<file path="config.mk">
export PLATFORM = sky130hd
export DESIGN_NAME = stepdir_decoder
export DESIGN_NICKNAME = d
export VERILOG_FILES = /design/src/rtl/stepdir_decoder.sv
export SDC_FILE = /design/constraint.sdc
export NUM_CORES = 1
export LEC_CHECK = 0
export ABC_AREA = 0
export CORE_ASPECT_RATIO = 1.2
export CORE_MARGIN = 2
export CORE_UTILIZATION = 39
export CTS_CLUSTER_DIAMETER = 30
export DETAILED_ROUTE_END_ITERATION = 7
export PLACE_DENSITY = 0.56
export SYNTH_ARGS = -nofsm -noshare
export SYNTH_HDL_FRONTEND = slang
export SYNTH_SLANG_ARGS = --single-unit
</file>
<file path="constraint.sdc">
create_clock -name clk -period 3.9 [get_ports clk]
set_input_delay 0.585 -clock clk [delete_from_list [all_inputs] [get_ports clk]]
set_output_delay 0.585 -clock clk [all_outputs]
set_load 0.05 [all_outputs]
</file>
<file path="src/rtl/stepdir_decoder.sv">
// stepdir_decoder: receive-side step/dir decoder.
// Synchronizes asynchronous step/dir inputs, glitch-filters them (optional),
// counts accepted rising step edges up/down into a wrapping signed position,
// flags direction-to-step setup violations and measures the step period.
//
// Build option: define STEPDIR_DECODER_FILTER_EN to include the glitch filter.
// Without it the synchronized inputs are used directly and minpulse is unused.
//
// Ports:
//   clk          system clock
//   reset        asynchronous active-high reset
//   enable       count enable; accepted edges are discarded while low
//   step_in      external step (asynchronous)
//   dir_in       external direction (asynchronous), 1 = negative motion
//   minpulse     filter length: accept after minpulse+1 differing cycles
//   dirsetup     minimum cycles of stable filtered dir before a step edge
//   err_clear    synchronous clear of setup_err (a simultaneous set wins)
//   position     accumulated step count, two's complement, wraps
//   step_strobe  one-cycle pulse per counted step
//   dir_out      filtered direction
//   setup_err    sticky direction-setup violation flag
//   period       clk cycles between the last two counted steps, all-ones = stopped
module stepdir_decoder #(
  parameter int unsigned W = 32,
  parameter int unsigned T = 5,
  parameter int unsigned P = 16
) (
  input  logic         clk,
  input  logic         reset,
  input  logic         enable,
  input  logic         step_in,
  input  logic         dir_in,
  input  logic [T-1:0] minpulse,
  input  logic [T-1:0] dirsetup,
  input  logic         err_clear,
  output logic [W-1:0] position,
  output logic         step_strobe,
  output logic         dir_out,
  output logic         setup_err,
  output logic [P-1:0] period
);

  logic [1:0]   sync_step_q;
  logic [1:0]   sync_dir_q;
  logic         s_step;
  logic         s_dir;

  // Filtered view of the inputs, plus the value filtered dir takes next cycle.
  logic         filt_step;
  logic         filt_dir;
  logic         filt_dir_nxt;

  logic         step_prev_q;
  logic         dir_out_q;
  logic [T-1:0] dir_age_q,     dir_age_d;
  logic [W-1:0] position_q,    position_d;
  logic         step_strobe_q, step_strobe_d;
  logic         setup_err_q,   setup_err_d;
  logic [P-1:0] period_q,      period_d;
  logic [P-1:0] pcnt_q,        pcnt_d;
  logic         rise;
  logic         count;

  // Two-flop synchronizers, always running.
  always_ff @(posedge clk or posedge reset) begin
    if (reset) begin
      sync_step_q <= 2'b00;
      sync_dir_q  <= 2'b00;
    end else begin
      sync_step_q <= {sync_step_q[0], step_in};
      sync_dir_q  <= {sync_dir_q[0], dir_in};
    end
  end

  assign s_step = sync_step_q[1];
  assign s_dir  = sync_dir_q[1];

`ifdef STEPDIR_DECODER_FILTER_EN
  logic         filt_step_q, filt_step_d;
  logic         filt_dir_q,  filt_dir_d;
  logic [T-1:0] step_cnt_q,  step_cnt_d;
  logic [T-1:0] dir_cnt_q,   dir_cnt_d;

  // Per-signal glitch filter: accept a new level after minpulse+1 differing cycles.
  always_comb begin
    filt_step_d = filt_step_q;
    step_cnt_d  = '0;
    filt_dir_d  = filt_dir_q;
    dir_cnt_d   = '0;
    if (s_step != filt_step_q) begin
      if (step_cnt_q == minpulse) begin
        filt_step_d = s_step;
      end else begin
        step_cnt_d = step_cnt_q + T'(1);
      end
    end
    if (s_dir != filt_dir_q) begin
      if (dir_cnt_q == minpulse) begin
        filt_dir_d = s_dir;
      end else begin
        dir_cnt_d = dir_cnt_q + T'(1);
      end
    end
  end

  always_ff @(posedge clk or posedge reset) begin
    if (reset) begin
      filt_step_q <= 1'b0;
      filt_dir_q  <= 1'b0;
      step_cnt_q  <= '0;
      dir_cnt_q   <= '0;
    end else begin
      filt_step_q <= filt_step_d;
      filt_dir_q  <= filt_dir_d;
      step_cnt_q  <= step_cnt_d;
      dir_cnt_q   <= dir_cnt_d;
    end
  end

  assign filt_step    = filt_step_q;
  assign filt_dir     = filt_dir_q;
  assign filt_dir_nxt = filt_dir_d;
`else
  logic unused_minpulse;

  assign unused_minpulse = ^minpulse;
  assign filt_step       = s_step;
  assign filt_dir        = s_dir;
  assign filt_dir_nxt    = sync_dir_q[0];
`endif

  // dir_out lags filtered dir by one cycle, so a step edge coinciding with a
  // dir change counts in the old direction while dir_age already reads 0.
  assign rise  = filt_step & ~step_prev_q;
  assign count = rise & enable;

  // Next-state for counters, flags and period measurement.
  always_comb begin
    position_d    = position_q;
    step_strobe_d = 1'b0;
    setup_err_d   = setup_err_q;
    period_d      = period_q;
    pcnt_d        = pcnt_q;
    dir_age_d     = dir_age_q;

    if (filt_dir_nxt != filt_dir) begin
      dir_age_d = '0;
    end else if (dir_age_q != '1) begin
      dir_age_d = dir_age_q + T'(1);
    end

    if (err_clear) begin
      setup_err_d = 1'b0;
    end

    if (count) begin
      position_d    = dir_out_q ? (position_q - W'(1)) : (position_q + W'(1));
      step_strobe_d = 1'b1;
      if (dir_age_q < dirsetup) begin
        setup_err_d = 1'b1;
      end
      period_d = pcnt_q;
      pcnt_d   = P'(1);
    end else begin
      if (pcnt_q != '1) begin
        pcnt_d = pcnt_q + P'(1);
      end
      // Saturated counter means no step for a full range: report stopped.
      if (pcnt_d == '1) begin
        period_d = '1;
      end
    end
  end

  always_ff @(posedge clk or posedge reset) begin
    if (reset) begin
      step_prev_q   <= 1'b0;
      dir_out_q     <= 1'b0;
      dir_age_q     <= '1;
      position_q    <= '0;
      step_strobe_q <= 1'b0;
      setup_err_q   <= 1'b0;
      period_q      <= '1;
      pcnt_q        <= '1;
    end else begin
      step_prev_q   <= filt_step;
      dir_out_q     <= filt_dir;
      dir_age_q     <= dir_age_d;
      position_q    <= position_d;
      step_strobe_q <= step_strobe_d;
      setup_err_q   <= setup_err_d;
      period_q      <= period_d;
      pcnt_q        <= pcnt_d;
    end
  end

  assign position    = position_q;
  assign step_strobe = step_strobe_q;
  assign dir_out     = dir_out_q;
  assign setup_err   = setup_err_q;
  assign period      = period_q;

endmodule

</file>
Word level (Yosys, flattened, before mapping)
Cells that the tools add are included. W data, S select, Z words.

Bits in registers: 77. Bits of input ports: 16. Output and inout port bits: 51. Word-level logic and storage cells: 36.

Add/sub/neg operators: 4. Order comparisons: 1. Eq/ne operators: 4. Muxes and demuxes: 12. Bitwise logic cells: 3. Reductions and logical operators: 2.

Operators by type and width (number): $mux W16 (5); $add A32 B1 Y32 const B (1); $mux W32 (1); $sub A32 B1 Y32 const B (1); $add A16 B1 Y16 const B (1); $eq A16 B16 Y1 const B (1); $ne A16 B16 Y1 const B (1); $mux W5 (2); $add A5 B1 Y5 const B (1); $lt A5 B5 Y1 (1); $ne A5 B5 Y1 const B (1); $mux W1 (4); $reduce_bool A2 Y1 (2); $and A1 B1 Y1 (2); $ne A1 B1 Y1 (1); $not A1 Y1 (1).

Longest topological paths before layout
Depth in word-level cells: 7. Mapped depth: 10. Depth with buffers taken out: 8.

Worst setup path before layout
No wires, ideal clock.

Kind: register to register. From: register dir_out_q (netlist: dir_out). To: register position_q[29] (netlist: position[29]). Library setup time: 0.069 ns. Data arrival time: 3.349 ns. Data required time: 3.831 ns. Slack: 0.482 ns. Cell stages (with the launch flop): 10. Clock period less this slack: 3.418 ns. Cell sequence: dfrtp_1 > ha_1 > clkbuf_1 > a21o_1 > a21o_1 > a221o_1 > o21ai_1 > nor3_1 > or4_1 > nand3_1.

Longest elaborated chain between the ends: 1.

RTL lines: start, declared (line 54) `logic dir_out_q;`; start signal, assigned (line 187) `dir_out_q <= filt_dir;`; $mux W32 (line 157) `position_d = dir_out_q ? (position_q - W'(1)) : (position_q + W'(1));`; end signal, assigned (line 189) `position_q <= position_d;`; end, declared (line 56) `logic [W-1:0] position_q, position_d;`.

No other way between the ends. A chain may end at the register's enable or synchronous reset.

Worst setup path after layout
From: register pcnt_q[0]. To: register period_q[4] (netlist: period[4]).

Longest elaborated chain between the ends: 5.

RTL lines: start, declared (line 60) `logic [P-1:0] pcnt_q, pcnt_d;`; start signal, assigned (line 193) `pcnt_q <= pcnt_d;`; $add A16 B1 Y16 or $ne A16 B16 Y1 (tied branches) (line 166, 165); $mux W16 * (line 165) `if (pcnt_q != '1) begin`; $mux W16 * (line 156) `if (count) begin`; $eq A16 B16 Y1 * (line 169) `if (pcnt_d == '1) begin`; $reduce_bool A2 Y1 (no line) *; end signal, assigned (line 192) `period_q <= period_d;`; end, declared (line 59) `logic [P-1:0] period_q, period_d;`.

Every way passes the cells marked *; elsewhere a longest branch is shown, timed or not. The select of a mux whose other input is x is not followed.

==> results.sh <==
export IMPL_status="complete, no violations"
export IMPL_hold_path_class="flip-flop to flip-flop"
export IMPL_final_core_util_pct=47.54
export IMPL_relSlewSlack_pct=44.08
export IMPL_netlist_area_mm2=0.005156
export IMPL_dpl_cell_area_mm2=0.005894
export IMPL_cp_buffers_inverters=0
export IMPL_cts_clk_slew_worst_paths_ns=0.06
export IMPL_grt_start_max_net_pins=92
export IMPL_synth_cells=587
export IMPL_ios=67
export IMPL_post_drt_wl_per_cell_um=15.35
export IMPL_drt_iter0_drc=192
export IMPL_startpoint="pcnt_q[0]$_DFF_PP1_"
export IMPL_viasPerCell=5.506
export IMPL_globalplace_congestion=0.8981
export IMPL_yosysTopAreaCell="dfrtp_1"
export IMPL_io_buffer_count=61
export IMPL_cts_setup_buffers=0
export IMPL_cts_tree="done"
export IMPL_skew_ns=0.01051
export IMPL_antenna_left=0
export IMPL_die_area_mm2=0.01416
export IMPL_synth_edff_count=0
export IMPL_yosysUniqueCellTypes=64
export IMPL_ys_seq_area_share_pct=38.27
export IMPL_synthTopCellsByArea="dfrtp_1, dfstp_2, ha_1, nand2_1, o21ai_0"
export IMPL_hold_buffers=0
export IMPL_synth_top_area_share_pct=19.41
export IMPL_hold_start="sync_step_q[0]$_DFF_PP0_"
export IMPL_peakVddDrop_uv=390.0
export IMPL_async_flop_share_pct=100.0
export IMPL_critPathTopFamily="simple AND/OR/NAND/NOR gates"
export IMPL_clkSinkCount=77
export IMPL_vias=4449
export IMPL_critical_path_class="flip-flop to flip-flop"
export IMPL_root_buffer="clkbuf_16"
export IMPL_syn_avg_cell_area_um2=8.784
export IMPL_diodes=0
export IMPL_cts_buffers=9
export IMPL_clk_latency_ns=0.35
export IMPL_route_detailed_drc=0
export IMPL_timing_hold_ws_ns=0.3829
export IMPL_synth_nets=641
export IMPL_cp_required_ns=4.16
export IMPL_htree_num_levels=3
export IMPL_final_hold_violation_count=0
export IMPL_grt_remaining_overflow=0
export IMPL_synthFlopType="dfrtp_1"
export IMPL_drive_above_1_share_pct=12.50
export IMPL_die_w_um=109.0
export IMPL_endpoint_kind="flip-flop"
export IMPL_r2r_start="pcnt_q[0]$_DFF_PP1_"
export IMPL_worstPathCellList="ha_1 -> nand4_2 -> or4_1 -> o31ai_1 -> a21oi_1 -> or4_1 -> o211ai_1"
export IMPL_max_freq_mhz=285.1
export IMPL_cap_violations=0
export IMPL_yosys_warnings=0
export IMPL_worstSetupStartpointType="flip-flop"
export IMPL_start_util_pct=39.47
export IMPL_grt_use_total_pct=18.98
export IMPL_final_cell_area_mm2=0.006211
export IMPL_syn2layout_area_growth_pct=20.46
export IMPL_period_share_pct=89.94
export IMPL_p_per_area_mw_per_mm2=808.3
export IMPL_crit_arrival_ns=3.76
export IMPL_dp_hpwl_mm=8.972
export IMPL_clockBufferDepth=2
export IMPL_p_leak_nw=2.690
export IMPL_synth_seq_cells=77
export IMPL_antenna_found_initial=0
export IMPL_cpPeakStageDelay_ns=0.92
export IMPL_fp_dieH_um=130.0
export IMPL_grt_pass1_vias=4403
export IMPL_cpMostUsedCell="or4_1"
export IMPL_rsz0062_at_grt="false"
export IMPL_final_common_cell="nand2_1"
export IMPL_placementRows=46
export IMPL_core_area_mm2=0.01307
export IMPL_cts_resized=0
export IMPL_critPathSlowestCell="or4_1"
export IMPL_layout_common_cells="nand2_1, clkdlybuf4s50_1, o21ai_0"
export IMPL_grt_pass1_wl_mm=21.47
export IMPL_setup_viol_count_final=0
export IMPL_drt_pass1_iterations=4
export IMPL_tns_ns=0
export IMPL_slew_viol_final=0
export IMPL_path_max_fanout=16
export IMPL_nets=689
export IMPL_worst_pin_slew_ns=0.8388
export IMPL_wirelength_mm=12.40
export IMPL_period_minus_slack_ns=3.508
metrics by stage:
stage	total power, mW	std cells	worst slack (ns)
2_1_floorplan	3.371	587	0.4816
3_3_place_gp	4.103	792	0.4381
3_5_place_dp	4.139	792	0.4196
4_1_cts	5.070	808	0.3833
5_1_grt	5.416	808	0.1765
6_report	5.020	808	0.3922
where the power goes:
part | total [mW] | switching [mW] | internal [mW]
combinational | 2.83 | 1.77 | 1.06
sequential | 1.29 | 0.235 | 1.06
clock | 0.899 | 0.358 | 0.541
cells in the mapped netlist (all sizes together) (6+ instances only):
cell	instances
ha	37
a21oi	39
o211ai	9
o21ai	60
dfrtp	40
and3	8
nand4	12
clkbuf	23
a211oi	6
a21o	16
inv	18
dfstp	37
xor2	16
buf	8
nand3	24
nor2	30
a31oi	12
nand2	94
nor3	10
xnor2	18
path summary, 6_finish.rpt:
path | to | slack, ns | cells past startpoint
min in group asynchronous | setup_err$_DFF_PP0_ | 0.69 | 2
worst min-delay path | sync_step_q[1]$_DFF_PP0_ | 0.38 | 0
worst max register to register | period[4]$_DFFE_PP1P_ | 0.39 | 7
worst min register to register | sync_step_q[1]$_DFF_PP0_ | 0.38 | 0
max in group asynchronous | period[14]$_DFFE_PP1P_ | 2.36 | 3
worst max-delay path | period[4]$_DFFE_PP1P_ | 0.39 | 7
state kept, by name, indices dropped and copies added, names as in the netlist:
signal / cells
position: 32
pcnt_q: 16
period: 16
dir_age_q: 5
sync_dir_q: 2
sync_step_q: 2
dir_out: 1
setup_err: 1
step_prev_q: 1
step_strobe: 1
layer usage:
layer,up-vias,routed length [um],GRT usage [%]
met5,-,0,0
met1,2137,5476,23.93
met3,15,412,2.847
li1,2221,-,-
met2,76,6328,32.52
met4,0,184,7.466
cell type report:
type / instances / area [um^2]
Fill cell: 1266 / 6854
Multi-Input combinational cell: 461 / 2980
Sequential cell: 77 / 1973
Timing Repair Buffer: 68 / 663.1
Clock buffer: 11 / 254.0
Tap cell: 168 / 210.2
Inverter: 18 / 67.56
Clock inverter: 5 / 62.56
kinds of logic (layout without fill, tap and decap cells):
group | Yosys count | after routing | synth area share, %
compound gates | 176 | 176 | 21.18
xor+xnor | 34 | 34 | 5.775
fa+ha+maj | 38 | 38 | 9.367
buf+inv | 49 | 102 | 3.931
flops | 77 | 77 | 38.27
mux | 3 | 3 | 0.5824
simple gates | 210 | 210 | 20.89
Note: power is estimated with default switching activity, not from simulation.
